<file path="src/rtl/pong_game_sequencer_if.sv">
// pong_game_sequencer_if: game-control signal bundle; the pause input exists only when PONG_PAUSE_EN is defined.
interface pong_game_sequencer_if;
  logic [9:0] ypos;
  logic       start, hit, miss;
`ifdef PONG_PAUSE_EN
  logic       pause;
`endif
  logic       paddle_en, ball_en, collide_en, ball_reset, game_over;
  logic [2:0] state, level;
  logic [7:0] score;
  logic [1:0] lives_left;
`ifdef PONG_PAUSE_EN
  modport master(output ypos, start, hit, miss, pause,
                 input paddle_en, ball_en, collide_en, ball_reset, game_over, state, level, score, lives_left);
  modport slave(input ypos, start, hit, miss, pause,
                output paddle_en, ball_en, collide_en, ball_reset, game_over, state, level, score, lives_left);
`else
  modport master(output ypos, start, hit, miss,
                 input paddle_en, ball_en, collide_en, ball_reset, game_over, state, level, score, lives_left);
  modport slave(input ypos, start, hit, miss,
                output paddle_en, ball_en, collide_en, ball_reset, game_over, state, level, score, lives_left);
`endif
endinterface

</file>
<file path="src/rtl/pong_game_sequencer.sv">
// pong_game_sequencer: frame-timed paddle/ball/collide strobes plus serve/play/miss/over game FSM.
// Optional PONG_PAUSE_EN adds a pause toggle input active in PLAY.
module pong_game_sequencer #(
  parameter logic [9:0] NumberofLines = 10'd480,
  parameter logic [7:0] ServeFrames   = 8'd60,
  parameter logic [1:0] Lives         = 2'd3,
  parameter logic [2:0] HitsPerLevel  = 3'd4
) (
  input logic clk,
  input logic rst,
  pong_game_sequencer_if.slave bus
);
  localparam logic [2:0] IDLE = 3'd0, SERVE = 3'd1, PLAY = 3'd2, MISS = 3'd3, OVER = 3'd4;
  logic [9:0] ypos_q;
  logic [2:0] state_q, state_d, level_q, level_d, hits_q, hits_d;
  logic [7:0] serve_q, serve_d, score_q, score_d;
  logic [1:0] lives_q, lives_d;
  logic       paused_q, paused_d, paddle_q, paddle_d, play1_q, play1_d, ball_q, collide_q;
  logic       frame_tick, pause_in, level_up;
`ifdef PONG_PAUSE_EN
  assign pause_in = bus.pause;
`else
  assign pause_in = 1'b0;
`endif
  assign frame_tick = (bus.ypos == NumberofLines) && (ypos_q != NumberofLines);
  assign level_up   = (hits_q + 3'd1) == HitsPerLevel;
  always_ff @(posedge clk) begin
    if (rst) begin
      ypos_q    <= '0;
      state_q   <= IDLE;
      serve_q   <= '0;
      score_q   <= '0;
      lives_q   <= '0;
      level_q   <= '0;
      hits_q    <= '0;
      paused_q  <= 1'b0;
      paddle_q  <= 1'b0;
      play1_q   <= 1'b0;
      ball_q    <= 1'b0;
      collide_q <= 1'b0;
    end else begin
      ypos_q    <= bus.ypos;
      state_q   <= state_d;
      serve_q   <= serve_d;
      score_q   <= score_d;
      lives_q   <= lives_d;
      level_q   <= level_d;
      hits_q    <= hits_d;
      paused_q  <= paused_d;
      paddle_q  <= paddle_d;
      play1_q   <= play1_d;
      ball_q    <= play1_q;
      collide_q <= ball_q;
    end
  end
  always_comb begin
    state_d = state_q;
    serve_d = serve_q;
    score_d = score_q;
    lives_d = lives_q;
    level_d = level_q;
    hits_d  = hits_q;
    case (state_q)
      IDLE, OVER: if (bus.start) begin
        state_d = SERVE;
        serve_d = ServeFrames - 8'd1;
        score_d = '0;
        level_d = '0;
        hits_d  = '0;
        lives_d = Lives;
      end
      SERVE: if (frame_tick) begin
        state_d = serve_q == 8'd0 ? PLAY : SERVE;
        serve_d = serve_q == 8'd0 ? 8'd0 : serve_q - 8'd1;
      end
      PLAY: if (!paused_q && bus.miss) begin
        state_d = lives_q > 2'd1 ? MISS : OVER;
        lives_d = lives_q > 2'd1 ? lives_q - 2'd1 : 2'd0;
      end else if (!paused_q && bus.hit) begin
        score_d = score_q == 8'hff ? score_q : score_q + 8'd1;
        hits_d  = level_up ? 3'd0 : hits_q + 3'd1;
        level_d = level_up && level_q != 3'd7 ? level_q + 3'd1 : level_q;
      end
      MISS: if (frame_tick) begin
        state_d = SERVE;
        serve_d = ServeFrames - 8'd1;
      end
      default: state_d = IDLE;
    endcase
    paused_d = (state_q == PLAY && state_d == PLAY) ? paused_q ^ pause_in : 1'b0;
  end
  // the state seen on the tick cycle decides the whole three-strobe sequence
  always_comb begin
    paddle_d       = frame_tick && (state_q == SERVE || state_q == PLAY) && !paused_q;
    play1_d        = frame_tick && state_q == PLAY && !paused_q;
    bus.paddle_en  = paddle_q;
    bus.ball_en    = ball_q;
    bus.collide_en = collide_q;
    bus.ball_reset = state_q != PLAY;
    bus.game_over  = state_q == OVER;
    bus.state      = state_q;
    bus.score      = score_q;
    bus.lives_left = lives_q;
    bus.level      = level_q;
  end
endmodule

</file>
<file path="src/flat_wrapper.sv">
// flat-port wrapper written by rule: the top's interface ports become plain ports
module pong_game_sequencer_flat 
#(
  parameter logic [9:0] NumberofLines = 10'd480,
  parameter logic [7:0] ServeFrames   = 8'd60,
  parameter logic [1:0] Lives         = 2'd3,
  parameter logic [2:0] HitsPerLevel  = 3'd4
)
  (clk, rst, bus_ypos, bus_start, bus_hit, bus_miss, bus_paddle_en, bus_ball_en, bus_collide_en, bus_ball_reset, bus_game_over, bus_state, bus_level, bus_score, bus_lives_left);
  pong_game_sequencer_if bus_i ();
  input logic clk;
  input logic rst;
  input wire logic [$bits(bus_i.ypos)-1:0] bus_ypos;
  input wire logic [$bits(bus_i.start)-1:0] bus_start;
  input wire logic [$bits(bus_i.hit)-1:0] bus_hit;
  input wire logic [$bits(bus_i.miss)-1:0] bus_miss;
  output wire logic [$bits(bus_i.paddle_en)-1:0] bus_paddle_en;
  output wire logic [$bits(bus_i.ball_en)-1:0] bus_ball_en;
  output wire logic [$bits(bus_i.collide_en)-1:0] bus_collide_en;
  output wire logic [$bits(bus_i.ball_reset)-1:0] bus_ball_reset;
  output wire logic [$bits(bus_i.game_over)-1:0] bus_game_over;
  output wire logic [$bits(bus_i.state)-1:0] bus_state;
  output wire logic [$bits(bus_i.level)-1:0] bus_level;
  output wire logic [$bits(bus_i.score)-1:0] bus_score;
  output wire logic [$bits(bus_i.lives_left)-1:0] bus_lives_left;
  assign bus_i.ypos = bus_ypos;
  assign bus_i.start = bus_start;
  assign bus_i.hit = bus_hit;
  assign bus_i.miss = bus_miss;
  assign bus_paddle_en = bus_i.paddle_en;
  assign bus_ball_en = bus_i.ball_en;
  assign bus_collide_en = bus_i.collide_en;
  assign bus_ball_reset = bus_i.ball_reset;
  assign bus_game_over = bus_i.game_over;
  assign bus_state = bus_i.state;
  assign bus_level = bus_i.level;
  assign bus_score = bus_i.score;
  assign bus_lives_left = bus_i.lives_left;
  pong_game_sequencer #(.NumberofLines(NumberofLines), .ServeFrames(ServeFrames), .Lives(Lives), .HitsPerLevel(HitsPerLevel)) u_core (.clk(clk), .rst(rst), .bus(bus_i));
endmodule
</file>
<file path="config.mk">
export PLATFORM = sky130hd
export DESIGN_NAME = pong_game_sequencer_flat
export DESIGN_NICKNAME = d
export VERILOG_FILES = /design/src/rtl/pong_game_sequencer_if.sv /design/src/rtl/pong_game_sequencer.sv /design/src/flat_wrapper.sv
export SDC_FILE = /design/constraint.sdc
export NUM_CORES = 1
export LEC_CHECK = 0
export CAP_MARGIN = 20
export CORE_AREA = 2 2 65 67
export DETAILED_ROUTE_END_ITERATION = 10
export DIE_AREA = 0 0 67 69
export GPL_ROUTABILITY_DRIVEN = 0
export PLACE_DENSITY = 0.83
export SYNTH_ARGS = -nofsm -noshare
export SYNTH_HDL_FRONTEND = slang
export SYNTH_SLANG_ARGS = --single-unit
</file>
<file path="constraint.sdc">
create_clock -name clk -period 2.5 [get_ports clk]
set_input_delay 0.25 -clock clk [delete_from_list [all_inputs] [get_ports clk]]
set_output_delay 0.25 -clock clk [all_outputs]
set_load 0.01 [all_outputs]
</file>
==> impl_summary.log, run 1 <==
[metrics] post-layout power: roughly 1.5 mW
[metrics] cell row count: 23
[metrics] global-route wire length before repair: roughly 7.4 mm
[metrics] Post-Synthesis Mean Instance Area: slightly below 9 sq um
[metrics] top-area cell type share of the netlist area: 0.418
[metrics] critical path data required time: about 2.3 ns
[metrics] final hold vios: 0
[metrics] CTS Buf Count: 5
[metrics] overall fraction of global-route tracks in use: 0.202
[metrics] post-synth design cell area: approximately 0.0020 sq mm
[metrics] total of max-cap violations: 0
[metrics] fin crit share: 0.910
[metrics] source of the worst register-to-register timing path: u_core.serve_q[0]
[metrics] slowest stage cell, crit path: sky130_fd_sc_hd__clkdlybuf4s50_1
[metrics] router iterations before antenna repair: 5
[metrics] aggregate negative setup slack: 0 ns
[metrics] share of synthesized area occupied by flip-flops and latches: 0.418
[metrics] worst min path class: register to register
[metrics] antenna violations before repair: 0
[metrics] CP Depth: 4
[metrics] layout cells sized above 1: 0.0758
[metrics] Post-DP Area: between 0.002 and 0.0025 sq mm
[metrics] RSZ-0062 raised after global routing: no
[metrics] share of synthesized flip-flops with an asynchronous set or reset: 0
[metrics] static leakage power: ~0.93 nW
[metrics] synth warn: 0
[metrics] Setup crit end kind: primary output
[metrics] final worst setup slack: ~0.23 ns
[metrics] Vias per Instance: 5.68
[metrics] clock slew at reported path FFs: 0.08 ns
[metrics] worst setup slack after placement: roughly 0.076 ns
[metrics] post-route antenna net violation count: 0
[metrics] worst reg2reg setup slack: between 0.4 and 0.5 ns
[metrics] number of nets in the finished design: 284
[metrics] number of unique standard cell types used by synthesis: 45
[metrics] time the final worst path needs with I/O delays and setup: 2.27 ns
[metrics] vias in the first global route: 1627
[metrics] main area contributors after synthesis: sky130_fd_sc_hd__dfxtp_1 (42%), sky130_fd_sc_hd__nor2b_1 (4.8%), sky130_fd_sc_hd__a21oi_1 (4.6%)
[metrics] clock tree from TritonCTS: yes
[metrics] Syn-to-layout area delta: 26.3%
[metrics] post-route standard cell area excluding fillers: 0.00248 sq mm
[metrics] Antenna Diode Count: 0
[metrics] Syn Nets: approximately 250
[metrics] horizontal extent of the die: 67 microns
[metrics] number of buffer and inverter stages on the critical path: 3
[metrics] cell depth of the worst flop-to-flop path: 7
[metrics] number of cells produced by synthesis: about 230
[metrics] mean routed wirelength per cell: 13.8 microns
[metrics] register bit count reported by yosys: 41
[metrics] Die ar.: 0.00462 sq mm
[metrics] Worst path max stage delay: 0.61 ns
[metrics] relative slew slack: 0.574
[metrics] PwrDens: 601 mW/mm^2
[metrics] Post-CTS Hold Fix Bufs: 0
[metrics] IR drop worst, VDD: about 0.34 mV
[metrics] clock latency on the worst-skew pair: around 0.30 ns
[metrics] hold_ws: 0.468 ns
[metrics] most frequently used flop master after synthesis: sky130_fd_sc_hd__dfxtp_1
[metrics] half-perimeter wire length of the detailed placement result: 3.00 mm
[metrics] leading cell type by number of instances after synthesis: sky130_fd_sc_hd__dfxtp_1
[metrics] result of the run: complete, no violations
[metrics] count of pins on the block boundary: 36
[metrics] CORE AREA: 0.00391 sq mm
[metrics] vias after detailed routing: between 1.5k and 2k
[metrics] critical path endpoint: bus_ball_reset
[metrics] Clock Tree Root: sky130_fd_sc_hd__clkbuf_8
[metrics] Max Clock Freq: ~440 MHz
[metrics] fill cell instance count of the final layout: 360
[metrics] Bufs on Longest Clock Path: 2
[metrics] Critical Path AT: 2.02 ns
[metrics] cell taking the most area after synthesis: sky130_fd_sc_hd__dfxtp_1
[metrics] TritonCTS Sinks: between 40 and 50
[metrics] largest fanout on the critical path: 12
[metrics] clock skew after layout: 0.00650 ns
[metrics] sort of element at the start of the critical path: register
[metrics] effective utilization at floorplan: 0.502
[metrics] worst setup path class: register to primary output
[metrics] Setup Viol. Count Final: 0
[metrics] slew at the pin closest to its max-slew limit: about 0.63 ns
[metrics] residual overflow from global routing: 0
[metrics] cell type group with the largest total delay on the critical path: buffers and inverters
[metrics] endpoint of the most critical register-to-register path: u_core.bus.state[1]
[metrics] number of enable-type register cells in the synthesized netlist: 0
[metrics] Max Slew Vio Count: 0
[metrics] launch point of the worst path: u_core.bus.state[0]
[metrics] number of buffers added on ports: 35
[metrics] DRC errors left: 0
[metrics] die height: between 60 and 70 microns
[metrics] total detailed-routing wirelength: 4.34 mm
[metrics] commonest cells in the synthesized netlist: sky130_fd_sc_hd__dfxtp_1 (41), sky130_fd_sc_hd__nor2_1 (24), sky130_fd_sc_hd__a21oi_1 (18)
[metrics] DR iter-0 viols: 94
[metrics] # Post-CTS Setup Buffers: 0
[metrics] cells along the critical path: nor3b_1, buf_4, inv_1, clkdlybuf4s50_1
[metrics] maximum number of pins on one net before global-route repair: 23
[metrics] maximum level of the CTS H-tree: 2
==> flip-flops by register name, indices dropped and copies added, names as in the netlist, 2 cells and up <==
register / count
u_core.ypos_q: 10
u_core.serve_q: 8
u_core.bus.score: 8
u_core.hits_q: 3
u_core.bus.level: 3
u_core.bus.lives_left: 2
u_core.bus.state: 3
==> placed cells by master (no fill, tap or decap), types with 2 or more instances in the layout <==
| master | instances |
|---|---|
| sky130_fd_sc_hd__nor2b_1 | 15 |
| sky130_fd_sc_hd__o21ai_1 | 6 |
| sky130_fd_sc_hd__nand3_1 | 5 |
| sky130_fd_sc_hd__and3_1 | 4 |
| sky130_fd_sc_hd__a211oi_2 | 2 |
| sky130_fd_sc_hd__clkdlybuf4s50_1 | 35 |
| sky130_fd_sc_hd__nand2b_1 | 3 |
| sky130_fd_sc_hd__o21bai_1 | 3 |
| sky130_fd_sc_hd__o31ai_1 | 2 |
| sky130_fd_sc_hd__nand3b_1 | 5 |
| sky130_fd_sc_hd__clkbuf_8 | 5 |
| sky130_fd_sc_hd__nor2_1 | 24 |
| sky130_fd_sc_hd__ha_1 | 6 |
| sky130_fd_sc_hd__a21oi_1 | 18 |
| sky130_fd_sc_hd__inv_1 | 4 |
| sky130_fd_sc_hd__nor3b_1 | 4 |
| sky130_fd_sc_hd__dfxtp_1 | 40 |
| sky130_fd_sc_hd__o21ai_0 | 12 |
| sky130_fd_sc_hd__mux2i_1 | 6 |
| sky130_fd_sc_hd__nor3_1 | 10 |
| sky130_fd_sc_hd__o2bb2ai_1 | 2 |
| sky130_fd_sc_hd__nand4b_1 | 2 |
| sky130_fd_sc_hd__and2_1 | 5 |
| sky130_fd_sc_hd__and4b_1 | 2 |
| sky130_fd_sc_hd__buf_4 | 4 |
| sky130_fd_sc_hd__a22oi_1 | 2 |
| sky130_fd_sc_hd__nand4_1 | 3 |
| sky130_fd_sc_hd__a211oi_1 | 2 |
| sky130_fd_sc_hd__nand2_1 | 12 |
==> worst min-delay path by stage <==
stage	end	cells after the start	slack, ns	startpoint
2_1_floorplan	u_core.ypos_q[0]	1	0.38	bus_ypos[0]
3_3_place_gp	u_core.bus.ball_en	1	0.42	u_core.play1_q
3_5_place_dp	u_core.bus.ball_en	1	0.42	u_core.play1_q
4_1_cts	u_core.bus.collide_en	1	0.47	u_core.bus.ball_en
5_1_grt	u_core.bus.collide_en	1	0.49	u_core.bus.ball_en
6_report	u_core.bus.collide_en	1	0.47	u_core.bus.ball_en
==> logic make-up after synthesis <==
| kind of cell | Yosys count | synth area share |
|---|---|---|
| simple gates | 102 | 0.292 |
| fa+ha+maj | 6 | 0.0382 |
| xor+xnor | 1 | 0.00446 |
| buf+inv | 14 | 0.0274 |
| compound gates | 57 | 0.189 |
| flops | 41 | 0.418 |
| mux | 6 | 0.0306 |
==> area by class of cell <==
class	instances	area, sq um	share of cell area
Clock inverter	2	38.8	0.0156
Clock buffer	6	72.6	0.0293
Timing Repair Buffer	39	380	0.153
Tap cell	50	62.6	0.0252
Multi-Input combinational cell	172	1090	0.439
Sequential cell	41	822	0.331
Inverter	4	15.0	0.00605
==> where the power goes <==
group	internal, mW	switching, mW	total (mW)
logic	0.111	0.138	0.249
clock network	0.300	0.234	0.534
registers	0.680	0.0273	0.707
total	1.09	0.400	1.49
==> layer usage <==
layer  track usage  wire length [microns]
met4        0.0726                     73
met5             0                      0
met1         0.257                   1960
met2         0.325                   2070
met3        0.0555                    237
==> worst reg2reg max path, stage by stage, from the launching register on <==
cell                      delay (ns)
sky130_fd_sc_hd__dfxtp_1        0.33
sky130_fd_sc_hd__inv_1          0.13
sky130_fd_sc_hd__ha_1           0.27
sky130_fd_sc_hd__nor4b_1        0.47
sky130_fd_sc_hd__and2_1         0.29
sky130_fd_sc_hd__a22oi_1        0.08
sky130_fd_sc_hd__or3_1          0.31
sky130_fd_sc_hd__a21oi_1        0.14
==> per-stage QoR <==
step / instances / utilization
final: 314 / 0.634
after global routing: 314 / 0.634
after CTS: 314 / 0.633
after detailed placement: 306 / 0.605
after global placement: 306 / 0.605
after floorplan: 227 / -
==> timing repair <==
item / in CTS / in global routing
setup endpoints to repair: 0 / 1
gates resized for setup: 0 / 1
hold endpoints to repair: 0 / 0
Power figures use the tool's default switching activity.
==> run 2: changes to the inputs <==
- CORE_AREA: 2 2 65 67 -> 2 2 84 86
- DIE_AREA: 0 0 67 69 -> 0 0 86 88
- PLACE_DENSITY: 0.83 -> 0.56
- SLEW_MARGIN: not set -> 20
==> run 2 against run 1 <==
Against the previous run:
- fmax up 5.2%
- largest cell class unchanged
- critical path depth down 1
- count of clock-buffer cells in the layout down 1
- hold slack worse by 0.031 ns
- power down 0.42%
- register-to-register slack worse by 0.07 ns
- sequential power down 0.6%
- final area up 2.4%
==> impl_summary.log, run 2 (synthesis results as in run 1) <==
[metrics] Critical Path AT: 1.91 ns (-0.11 ns)
[metrics] worst min path class: register to register
[metrics] TritonCTS Sinks: 41 (unchanged)
[metrics] maximum number of pins on one net before global-route repair: 28 (+22%)
[metrics] Placed Instances: 340 (+11%)
[metrics] Post-CTS Resized: 0 (unchanged)
[metrics] # Post-CTS Setup Buffers: 0 (unchanged)
[metrics] fill cell instance count of the final layout: 694 (+93%)
[metrics] router iterations before antenna repair: 4 (-1)
[metrics] vias in the first global route: 1730 (+6.3%)
[metrics] residual overflow from global routing: 0 (unchanged)
[metrics] CORE AREA: 0.00664 sq mm (+70%)
[metrics] worst setup path class: register to primary output
[metrics] leading cell type in the layout, fill and taps excluded: sky130_fd_sc_hd__dfxtp_1
[metrics] non-filler instance count after layout: 347 (+11%)
[metrics] die height: 88 microns (+28%)
[metrics] clock latency on the worst-skew pair: 0.29 ns (about the same)
[metrics] post-layout power: 1.48 mW (-0.42%)
[metrics] total detailed-routing wirelength: 4.48 mm (+3.2%)
[metrics] final worst setup slack: 0.338 ns (+0.113 ns)
[metrics] Max Clock Freq: 463 MHz (+5.2%)
[metrics] Vias per Instance: 5.08 (-11%)
[metrics] Max Slew Vio Count: 0 (unchanged)
[metrics] effective utilization at floorplan: 0.295 (-0.206)
[metrics] DR iter-0 viols: 102 (+8.5%)
[metrics] Post-CTS Hold Fix Bufs: 0 (unchanged)
[metrics] post-route standard cell area excluding fillers: 0.00254 sq mm (+2.4%)
[metrics] flip-flop count of the largest register after layout: 10 (unchanged)
[metrics] internal portion of total power: 1.09 mW (-0.24%)
[metrics] Switching Share: 0.267 (-0.00133)
[metrics] aggregate negative setup slack: 0 ns (unchanged)
[metrics] vias after detailed routing: 1763 (-1.2%)
[metrics] RSZ-0062 raised after global routing: no
[metrics] total of max-cap violations: 0 (unchanged)
[metrics] relative slew slack: 0.557 (-0.0167)
[metrics] sort of element at the start of the critical path: register
[metrics] Post-Route Utilization: 0.382 (-0.252)
[metrics] post-route antenna net violation count: 0 (unchanged)
[metrics] hold_ws: 0.437 ns (-0.0307 ns)
[metrics] Setup Viol. Count Final: 0 (unchanged)
[metrics] static leakage power: 0.949 nW (+1.9%)
[metrics] layout cells sized above 1: 0.0861 (+0.0104)
[metrics] result of the run: complete, no violations
[metrics] antenna violations before repair: 0 (unchanged)
[metrics] Antenna Diode Count: 0 (unchanged)
[metrics] number of nets in the finished design: 288 (+1.4%)
[metrics] time the final worst path needs with I/O delays and setup: 2.16 ns (-0.113 ns)
[metrics] register with the highest flop count: u_core.ypos_q
[metrics] IR drop worst, VDD: 0.248 mV (-26%)
[metrics] cell row count: 30 (+30%)
[metrics] horizontal extent of the die: 86 microns (+28%)
[metrics] Setup crit end kind: primary output
[metrics] register area: 821 sq um (-0.15%)
[metrics] worst setup slack after placement: 0.0595 ns (-0.0166 ns)
[metrics] net switching power: 0.396 mW (-0.91%)
[metrics] Post-DP Area: 0.00243 sq mm (+2.9%)
[metrics] global-route wire length before repair: 7.69 mm (+4.3%)
[metrics] critical path data required time: 2.25 ns (about the same)
[metrics] CTS Buf Count: 5 (unchanged)
[metrics] clock slew at reported path FFs: 0.08 ns (about the same)
[metrics] mean routed wirelength per cell: 12.9 microns (-6.7%)
[metrics] Syn-to-layout area delta: 29.3%
[metrics] most used cells in the layout excluding fill and tap cells: sky130_fd_sc_hd__dfxtp_1 (41), sky130_fd_sc_hd__clkdlybuf4s50_1 (35), sky130_fd_sc_hd__nor2_1 (24), sky130_fd_sc_hd__a21oi_1 (18), sky130_fd_sc_hd__nor2b_1 (15)
[metrics] PwrDens: 585 mW/mm^2 (-2.7%)
[metrics] clock tree from TritonCTS: yes
[metrics] clock share of power: 0.350 (-0.008)
[metrics] overall fraction of global-route tracks in use: 0.125 (-0.0777)
[metrics] number of buffers added on ports: 35 (unchanged)
[metrics] clock skew after layout: 0.00828 ns (+0.00179 ns)
[metrics] Bufs on Longest Clock Path: 2 (unchanged)
[metrics] final hold vios: 0 (unchanged)
[metrics] Die ar.: 0.00757 sq mm (+64%)
[metrics] half-perimeter wire length of the detailed placement result: 3.18 mm (+5.9%)
[metrics] Clock Tree Root: sky130_fd_sc_hd__clkbuf_8
[metrics] slew at the pin closest to its max-slew limit: 0.657 ns (+0.0248 ns)
[metrics] DRC errors left: 0 (unchanged)
[metrics] Reg power frac: 0.474 (about the same)
[metrics] fin crit share: 0.865 (-0.0452)
[metrics] count of pins on the block boundary: 36 (unchanged)
[metrics] combinational fraction of design power: 0.176 (+0.009)
[metrics] combined area of the multi-input logic cells: 0.00109 sq mm (unchanged)
[metrics] maximum level of the CTS H-tree: 2 (unchanged)
[metrics] largest fanout on the critical path: 10 (-2)
[run 2: power groups by stage]
| stage | Sequential, mW | Combinational [mW] | Clock, mW |
|---|---|---|---|
| after detailed placement | 0.718 | 0.262 | 0 |
| after floorplan | 0.714 | 0.171 | 0 |
| after global routing | 0.706 | 0.297 | 0.563 |
| final | 0.703 | 0.262 | 0.520 |
| after CTS | 0.702 | 0.264 | 0.538 |
| after global placement | 0.717 | 0.262 | 0 |
[run 2: cell type report]
| type | count | share of cell area |
|---|---|---|
| Clock inverter | 2 | 0.0138 |
| Sequential cell | 41 | 0.323 |
| Tap cell | 80 | 0.0394 |
| Clock buffer | 5 | 0.0271 |
| Timing Repair Buffer | 43 | 0.162 |
| Multi-Input combinational cell | 172 | 0.429 |
| Inverter | 4 | 0.00591 |
[run 2: worst paths after layout]
path                                     startpoint                  end  slack, ns  cells after the start
worst max-delay path            u_core.bus.state[2]       bus_ball_reset       0.34                      3
worst min-delay path                 u_core.play1_q   u_core.bus.ball_en       0.44                      1
worst max register to register    u_core.serve_q[0]  u_core.bus.state[1]       0.35                      7
worst min register to register       u_core.play1_q   u_core.bus.ball_en       0.44                      1
[run 2: layer usage]
layer  GRT usage  wire length, microns
met5           0                     0
met3      0.0358                   169
met4      0.0390                    27
met1       0.162                  2200
met2       0.202                  2080
[run 2: worst max-delay path: stages, from the launching register on]
cell	delay, ns
sky130_fd_sc_hd__dfxtp_1	0.40
sky130_fd_sc_hd__nor3b_1	0.53
sky130_fd_sc_hd__inv_1	0.17
sky130_fd_sc_hd__clkdlybuf4s50_1	0.52
